[src/rtl/mips_pkg.sv]
// mips_pkg
//   Constants shared by the multicycle MIPS datapath: register indices with
//   architectural meaning, datapath widths, and the write-counter width.
//   Both the register file and the destination-register mux import these
//   so that $zero, $sp and $ra are never written as bare numbers.
package mips_pkg;

    localparam int WORD_W    = 32;
    localparam int REG_IDX_W = 5;
    localparam int CNT_W     = 16;

    localparam logic [REG_IDX_W-1:0] REG_ZERO = 5'd0;
    localparam logic [REG_IDX_W-1:0] REG_SP   = 5'd29;
    localparam logic [REG_IDX_W-1:0] REG_RA   = 5'd31;

    localparam logic [CNT_W-1:0] CNT_MAX = '1;

    // A write only changes architectural state when enabled and not aimed
    // at $zero.
    function automatic logic is_commit(input logic                 wr_en,
                                       input logic [REG_IDX_W-1:0] idx);
        return wr_en && (idx != REG_ZERO);
    endfunction

endpackage

[src/rtl/reg_bank_guard.sv]
// reg_bank_guard
//   Bookkeeping that sits beside the register array:
//   - sticky stack-guard flag, set by any committed $sp write whose data is
//     below STACK_LIMIT (unsigned), cleared only by reset;
//   - saturating count of committed writes.
// Ports:
//   clk         in   rising-edge clock
//   reset       in   asynchronous, active-high
//   commit_i    in   a write to a non-zero index happens on this edge
//   idx_i       in   index being written
//   data_i      in   data being written
//   sp_guard_o  out  sticky stack-guard flag
//   wr_count_o  out  committed-write count, holds at all-ones
module reg_bank_guard
    import mips_pkg::*;
#(
    parameter logic [WORD_W-1:0] STACK_LIMIT = 32'd0
) (
    input  logic                 clk,
    input  logic                 reset,
    input  logic                 commit_i,
    input  logic [REG_IDX_W-1:0] idx_i,
    input  logic [WORD_W-1:0]    data_i,
    output logic                 sp_guard_o,
    output logic [CNT_W-1:0]     wr_count_o
);

    logic             sp_guard_q, sp_guard_d;
    logic [CNT_W-1:0] wr_count_q, wr_count_d;

    always_comb begin
        sp_guard_d = sp_guard_q;
        wr_count_d = wr_count_q;
        if (commit_i && (idx_i == REG_SP) && (data_i < STACK_LIMIT)) begin
            sp_guard_d = 1'b1;
        end
        if (commit_i && (wr_count_q != CNT_MAX)) begin
            wr_count_d = wr_count_q + 1'b1;
        end
    end

    always_ff @(posedge clk or posedge reset) begin
        if (reset) begin
            sp_guard_q <= 1'b0;
            wr_count_q <= '0;
        end else begin
            sp_guard_q <= sp_guard_d;
            wr_count_q <= wr_count_d;
        end
    end

    assign sp_guard_o = sp_guard_q;
    assign wr_count_o = wr_count_q;

endmodule

[src/rtl/reg_bank.sv]
// reg_bank
//   General-purpose register file of the multicycle MIPS datapath.
//   31 stored 32-bit registers (indices 1..31); index 0 reads as zero and
//   ignores writes. Two combinational read ports with optional same-cycle
//   write bypass. Reset loads $sp with SP_RESET and everything else with 0.
// Parameters:
//   SP_RESET     reset value of $sp
//   STACK_LIMIT  lowest legal $sp value for the stack guard
//   BYPASS       1: reads of the index being written return WriteData
// Ports:
//   clk, reset          rising-edge clock, async active-high reset
//   RegWrite            write enable
//   ReadReg1/ReadReg2   read indices (rs / rt)
//   WriteReg/WriteData  write index (from dest mux) and write-back data
//   ReadData1/ReadData2 read data
//   sp_guard            sticky $sp-below-limit flag
//   wr_count            committed writes since reset, saturating
module reg_bank
    import mips_pkg::*;
#(
    parameter logic [WORD_W-1:0] SP_RESET    = 32'd227,
    parameter logic [WORD_W-1:0] STACK_LIMIT = 32'd0,
    parameter bit                BYPASS      = 1'b1
) (
    input  logic                 clk,
    input  logic                 reset,
    input  logic                 RegWrite,
    input  logic [REG_IDX_W-1:0] ReadReg1,
    input  logic [REG_IDX_W-1:0] ReadReg2,
    input  logic [REG_IDX_W-1:0] WriteReg,
    input  logic [WORD_W-1:0]    WriteData,
    output logic [WORD_W-1:0]    ReadData1,
    output logic [WORD_W-1:0]    ReadData2,
    output logic                 sp_guard,
    output logic [CNT_W-1:0]     wr_count
);

    logic              commit;
    logic [WORD_W-1:0] regs_q [1:31];
    // Full 32-entry read view so both read muxes index in range; entry 0 is
    // the hardwired $zero.
    logic [WORD_W-1:0] rd_view [32];

    assign commit     = is_commit(RegWrite, WriteReg);
    assign rd_view[0] = '0;

    for (genvar g = 1; g < 32; g++) begin : g_reg
        localparam logic [REG_IDX_W-1:0] IDX     = REG_IDX_W'(g);
        localparam logic [WORD_W-1:0]    RST_VAL = (IDX == REG_SP) ? SP_RESET : '0;

        always_ff @(posedge clk or posedge reset) begin
            if (reset) begin
                regs_q[g] <= RST_VAL;
            end else if (commit && (WriteReg == IDX)) begin
                regs_q[g] <= WriteData;
            end
        end

        assign rd_view[g] = regs_q[g];
    end

    // A non-zero read index that matches an enabled write index sees the
    // incoming data when bypass is built in; $zero is never bypassed.
    always_comb begin
        ReadData1 = rd_view[ReadReg1];
        ReadData2 = rd_view[ReadReg2];
        if (BYPASS && commit && (ReadReg1 == WriteReg)) begin
            ReadData1 = WriteData;
        end
        if (BYPASS && commit && (ReadReg2 == WriteReg)) begin
            ReadData2 = WriteData;
        end
    end

    reg_bank_guard #(
        .STACK_LIMIT(STACK_LIMIT)
    ) u_guard (
        .clk        (clk),
        .reset      (reset),
        .commit_i   (commit),
        .idx_i      (WriteReg),
        .data_i     (WriteData),
        .sp_guard_o (sp_guard),
        .wr_count_o (wr_count)
    );

endmodule

[config.mk]
export PLATFORM = sky130hd
export DESIGN_NAME = reg_bank
export DESIGN_NICKNAME = d
export VERILOG_FILES = /design/src/rtl/mips_pkg.sv /design/src/rtl/reg_bank_guard.sv /design/src/rtl/reg_bank.sv
export SDC_FILE = /design/constraint.sdc
export NUM_CORES = 2
export LEC_CHECK = 0
export CAP_MARGIN = 20
export CORE_ASPECT_RATIO = 0.7
export CORE_MARGIN = 4
export CORE_UTILIZATION = 28
export CTS_CLUSTER_DIAMETER = 200
export DETAILED_ROUTE_END_ITERATION = 16
export PLACE_DENSITY = 0.44
export SLEW_MARGIN = 20
export SYNTH_ARGS = -nofsm -noshare
export SYNTH_HDL_FRONTEND = slang
export SYNTH_HIERARCHICAL = 1
export SYNTH_SLANG_ARGS = --single-unit
[constraint.sdc]
create_clock -name clk -period 87.6 [get_ports clk]
set_input_delay 21.9 -clock clk [delete_from_list [all_inputs] [get_ports clk]]
set_output_delay 21.9 -clock clk [all_outputs]
set_load 0.01 [all_outputs]
==> impl_results.md <==
- Outcome: finished clean
- Most frequent cells in the layout: 1075 x mux2_2, 1003 x dfrtp_1, 590 x mux2i_1, 246 x o22ai_1, 191 x nor3_1
- Deepest clock path buffer count: 3
- HPWL Detailed: between 100000 and 150000 um
- Initial antenna violation count: 1
- Post-CTS setup buffers: 0
- Vias in the first global route: 38800
- Most used DFF post-synth: dfrtp_1
- Drt first pass iters: 5
- Cell area after synthesis: 55800 sq um
- Final setup fails: 0
- WP buf/inv: 5
- RSZ-0062 raised after global routing: false
- CTS tree: done
- Worst path top cell family by delay: buffers and inverters
- Clock Pin Slew Worst Setup and Hold Paths: 60 ps
- LEAKAGE: approximately 27 nW
- PD cells: 22.7 nW/um^2
- Boundary Pins: 131
- Synth top area cells: dfrtp_1 45%, mux2_2 22%, mux2i_1 11%
- Vias per cell: 5.45
- GR peak layer: met2
- Setup TNS Final: 0 ps
- ANT nets after route: 0
- Crit end category: output pin
- Gpl congestion: between 0.7 and 0.8
- Number of H-tree levels: 3
- Max_slew headroom: 0.232
- Synth Net Count: around 4400
- Nets: 4343
- Yosys top cell by area: dfrtp_1
- Crit path required time: 65700 ps
- Cell repeated most along the worst path: buf_4
- Critical path arrival: 27040 ps
- Hold Path Class: register to register
- # hold bufs at CTS: 0
- Warnings, synthesis: 6
- Clock skew: 5.52 ps
- WL/cell: just under 30 um
- Max Clock Freq: 20.4 MHz
- Residual DRC: 0
- Initial core utilization: 0.283
- Crit Path Class: primary input to output pin
- Largest stage delay, worst path: 860 ps
- Port Buffers: around 130
- Chip height: about 380 um
- Placed Area: 59100 sq um
- Layout cells sized above 1: 0.365
- Number of synthesized flops with an enable pin: 0
- Row count: between 100 and 150
- Async SR Flop Fraction: 1.00
- Met3 Usage GRT: 0.0295
- Area Growth Syn to Fin: 12.9%
- Core footprint: 197000 sq um
- Avg Cell Area, Syn: 12.7 sq um
- Mapped Cells: 4387
- Critical Path Source Type: primary input
- Sinks on Clock Net: 1008
- Post-synthesis sequential area ratio: 0.452
- Largest net degree at the start of global routing: about 160
- Most common cell after layout, fill and taps aside: mux2_2
- Layout Cell Area excl Fill: 63000 sq um
- GRT Util Overall: 0.195
- Grt met1 use: 0.293
- Crit path max fanout: 50
- Drt initial violations: 3101
- Die extent in x: approximately 540 um
- Final Max Tran Viols: 0
- Max-capacitance violation count: 0
- First-pass GRT wire length: 297000 um
- Clock root cell: clkbuf_16
- Met2 Use GR: 0.293
- Least-Margin Pin Slew: 1150 ps
- Global route overflow: 0
- Slowest-stage cell, CP: o41ai_1
- Netlist cell types: between 60 and 70
- Maximum vdd drop: 0.0000126 V
- Routed WL: 206000 um
- DIE AREA: just over 200000 sq um
- CTS resizes: 0
- Final hold vios: 0
- TritonCTS Buffers: approximately 110
- Clk_lat worst skew: slightly above 700 ps
- Final Non-Filler Cells: 7005
- Flops & latches, synth: between 1000 and 1500
- Crit share post-route: 0.559
- Total number of vias: around 38000
- Area share of the largest cell type after synthesis: 0.450
- Worst-path cell chain: buf_8, buf_4, buf_4, buf_4, mux4_2, nor2b_1, nor3_1, a311oi_1, o41ai_1, clkdlybuf4s50_1
- Min Clock Period, post-route: a little under 50000 ps
- Placed insts: slightly below 7000
## kinds of logic (layout without fill, tap and decap cells)
kind of cell,count (synthesis),count (layout),synth area share
multiplexers,1799,1799,0.377
buffers and inverters,458,453,0.0454
other,1,2,0.0000672
AND/OR/NAND/NOR,558,558,0.0520
AO/OA/AOI/OAI,541,541,0.0697
adder cells (fa/ha/maj),1,1,0.000224
flip-flops,1008,1008,0.452
XOR/XNOR,21,21,0.00330
## Yosys cell counts (all sizes together) (3+ instances only)
master / number
a311oi: 60
nor3: 191
a221oi: 68
nor2: 58
o22ai: 246
clkbuf: 206
and3: 5
mux2: 1076
a211oi: 29
inv: 3
nand2: 124
nor4: 3
and2: 4
dfrtp: 1003
mux4: 133
dfstp: 5
xor2: 4
and4: 4
nand4b: 3
nand2b: 37
nand4: 8
mux2i: 590
a21oi: 61
o41ai: 58
a22o: 5
buf: 249
or2: 4
nand3: 13
xnor2: 17
nor2b: 100
o21ai: 6
o31ai: 5
## final cells by class
| cell class | count | area (sq um) |
|---|---|---|
| timing repair buffer | 249 | 2210 |
| clock buffer | 163 | 3280 |
| antenna | 1 | 2.50 |
| fill | 19600 | 134000 |
| inverter | 3 | 18.8 |
| multi-input combinational | 2921 | 28300 |
| clock inverter | 38 | 613 |
| sequential | 1008 | 25200 |
| tap | 2622 | 3280 |
## registers in the layout (all words and copies together), names as in the netlist
name and count:
u_guard/wr_count_o 16, rd_view 992
## per-layer routing
metal  part of all wire  vias to the layer above
li1                   -                    16400
met1               0.49                    20500
met2               0.44                      995
met3              0.049                      238
met4              0.023                        0
met5                  0                        -
## power by group
group | leakage [nW] | switching (mW) | total (mW) | internal [mW]
Sequential | 12.9 | 0.0692 | 0.627 | 0.558
Combinational | 12.2 | 0.132 | 0.291 | 0.159
Clock | 1.92 | 0.209 | 0.512 | 0.303
## worst reg2reg max path, stage by stage (launching register included)
cell     delay (ps)
dfrtp_1         430
ha_1            230
and4_1          320
nand3_1         170
nor2_1          170
mux2_2          340
## through the flow
step / hold slack [ps] / utilization / setup slack [ps] / total power, mW
floorplan: 485 / - / 37800 / 0.836
global placement: 499 / 0.299 / 38610 / 0.919
detailed placement: 504 / 0.300 / 38560 / 0.925
CTS: 518 / 0.319 / 38560 / 1.44
global route: 528 / 0.319 / 38460 / 1.50
finish: 519 / 0.319 / 38660 / 1.43
## final timing paths
kind	endpoint	slack (ps)	startpoint	depth (start not counted)
min in group asynchronous	u_guard/wr_count_o[2]$_DFFE_PP0P_	21760	reset	2
worst max-delay path	ReadData1[29]	38660	ReadReg1[0]	10
worst min-delay path	rd_view[700]$_DFFE_PP0P_	520	rd_view[700]$_DFFE_PP0P_	1
worst max register to register	u_guard/wr_count_o[14]$_DFFE_PP0P_	85820	u_guard/wr_count_o[0]$_DFFE_PP0P_	5
worst min register to register	rd_view[700]$_DFFE_PP0P_	520	rd_view[700]$_DFFE_PP0P_	1
max in group asynchronous	rd_view[418]$_DFFE_PP0P_	62140	reset	6
(Power assumes the default switching activity.)
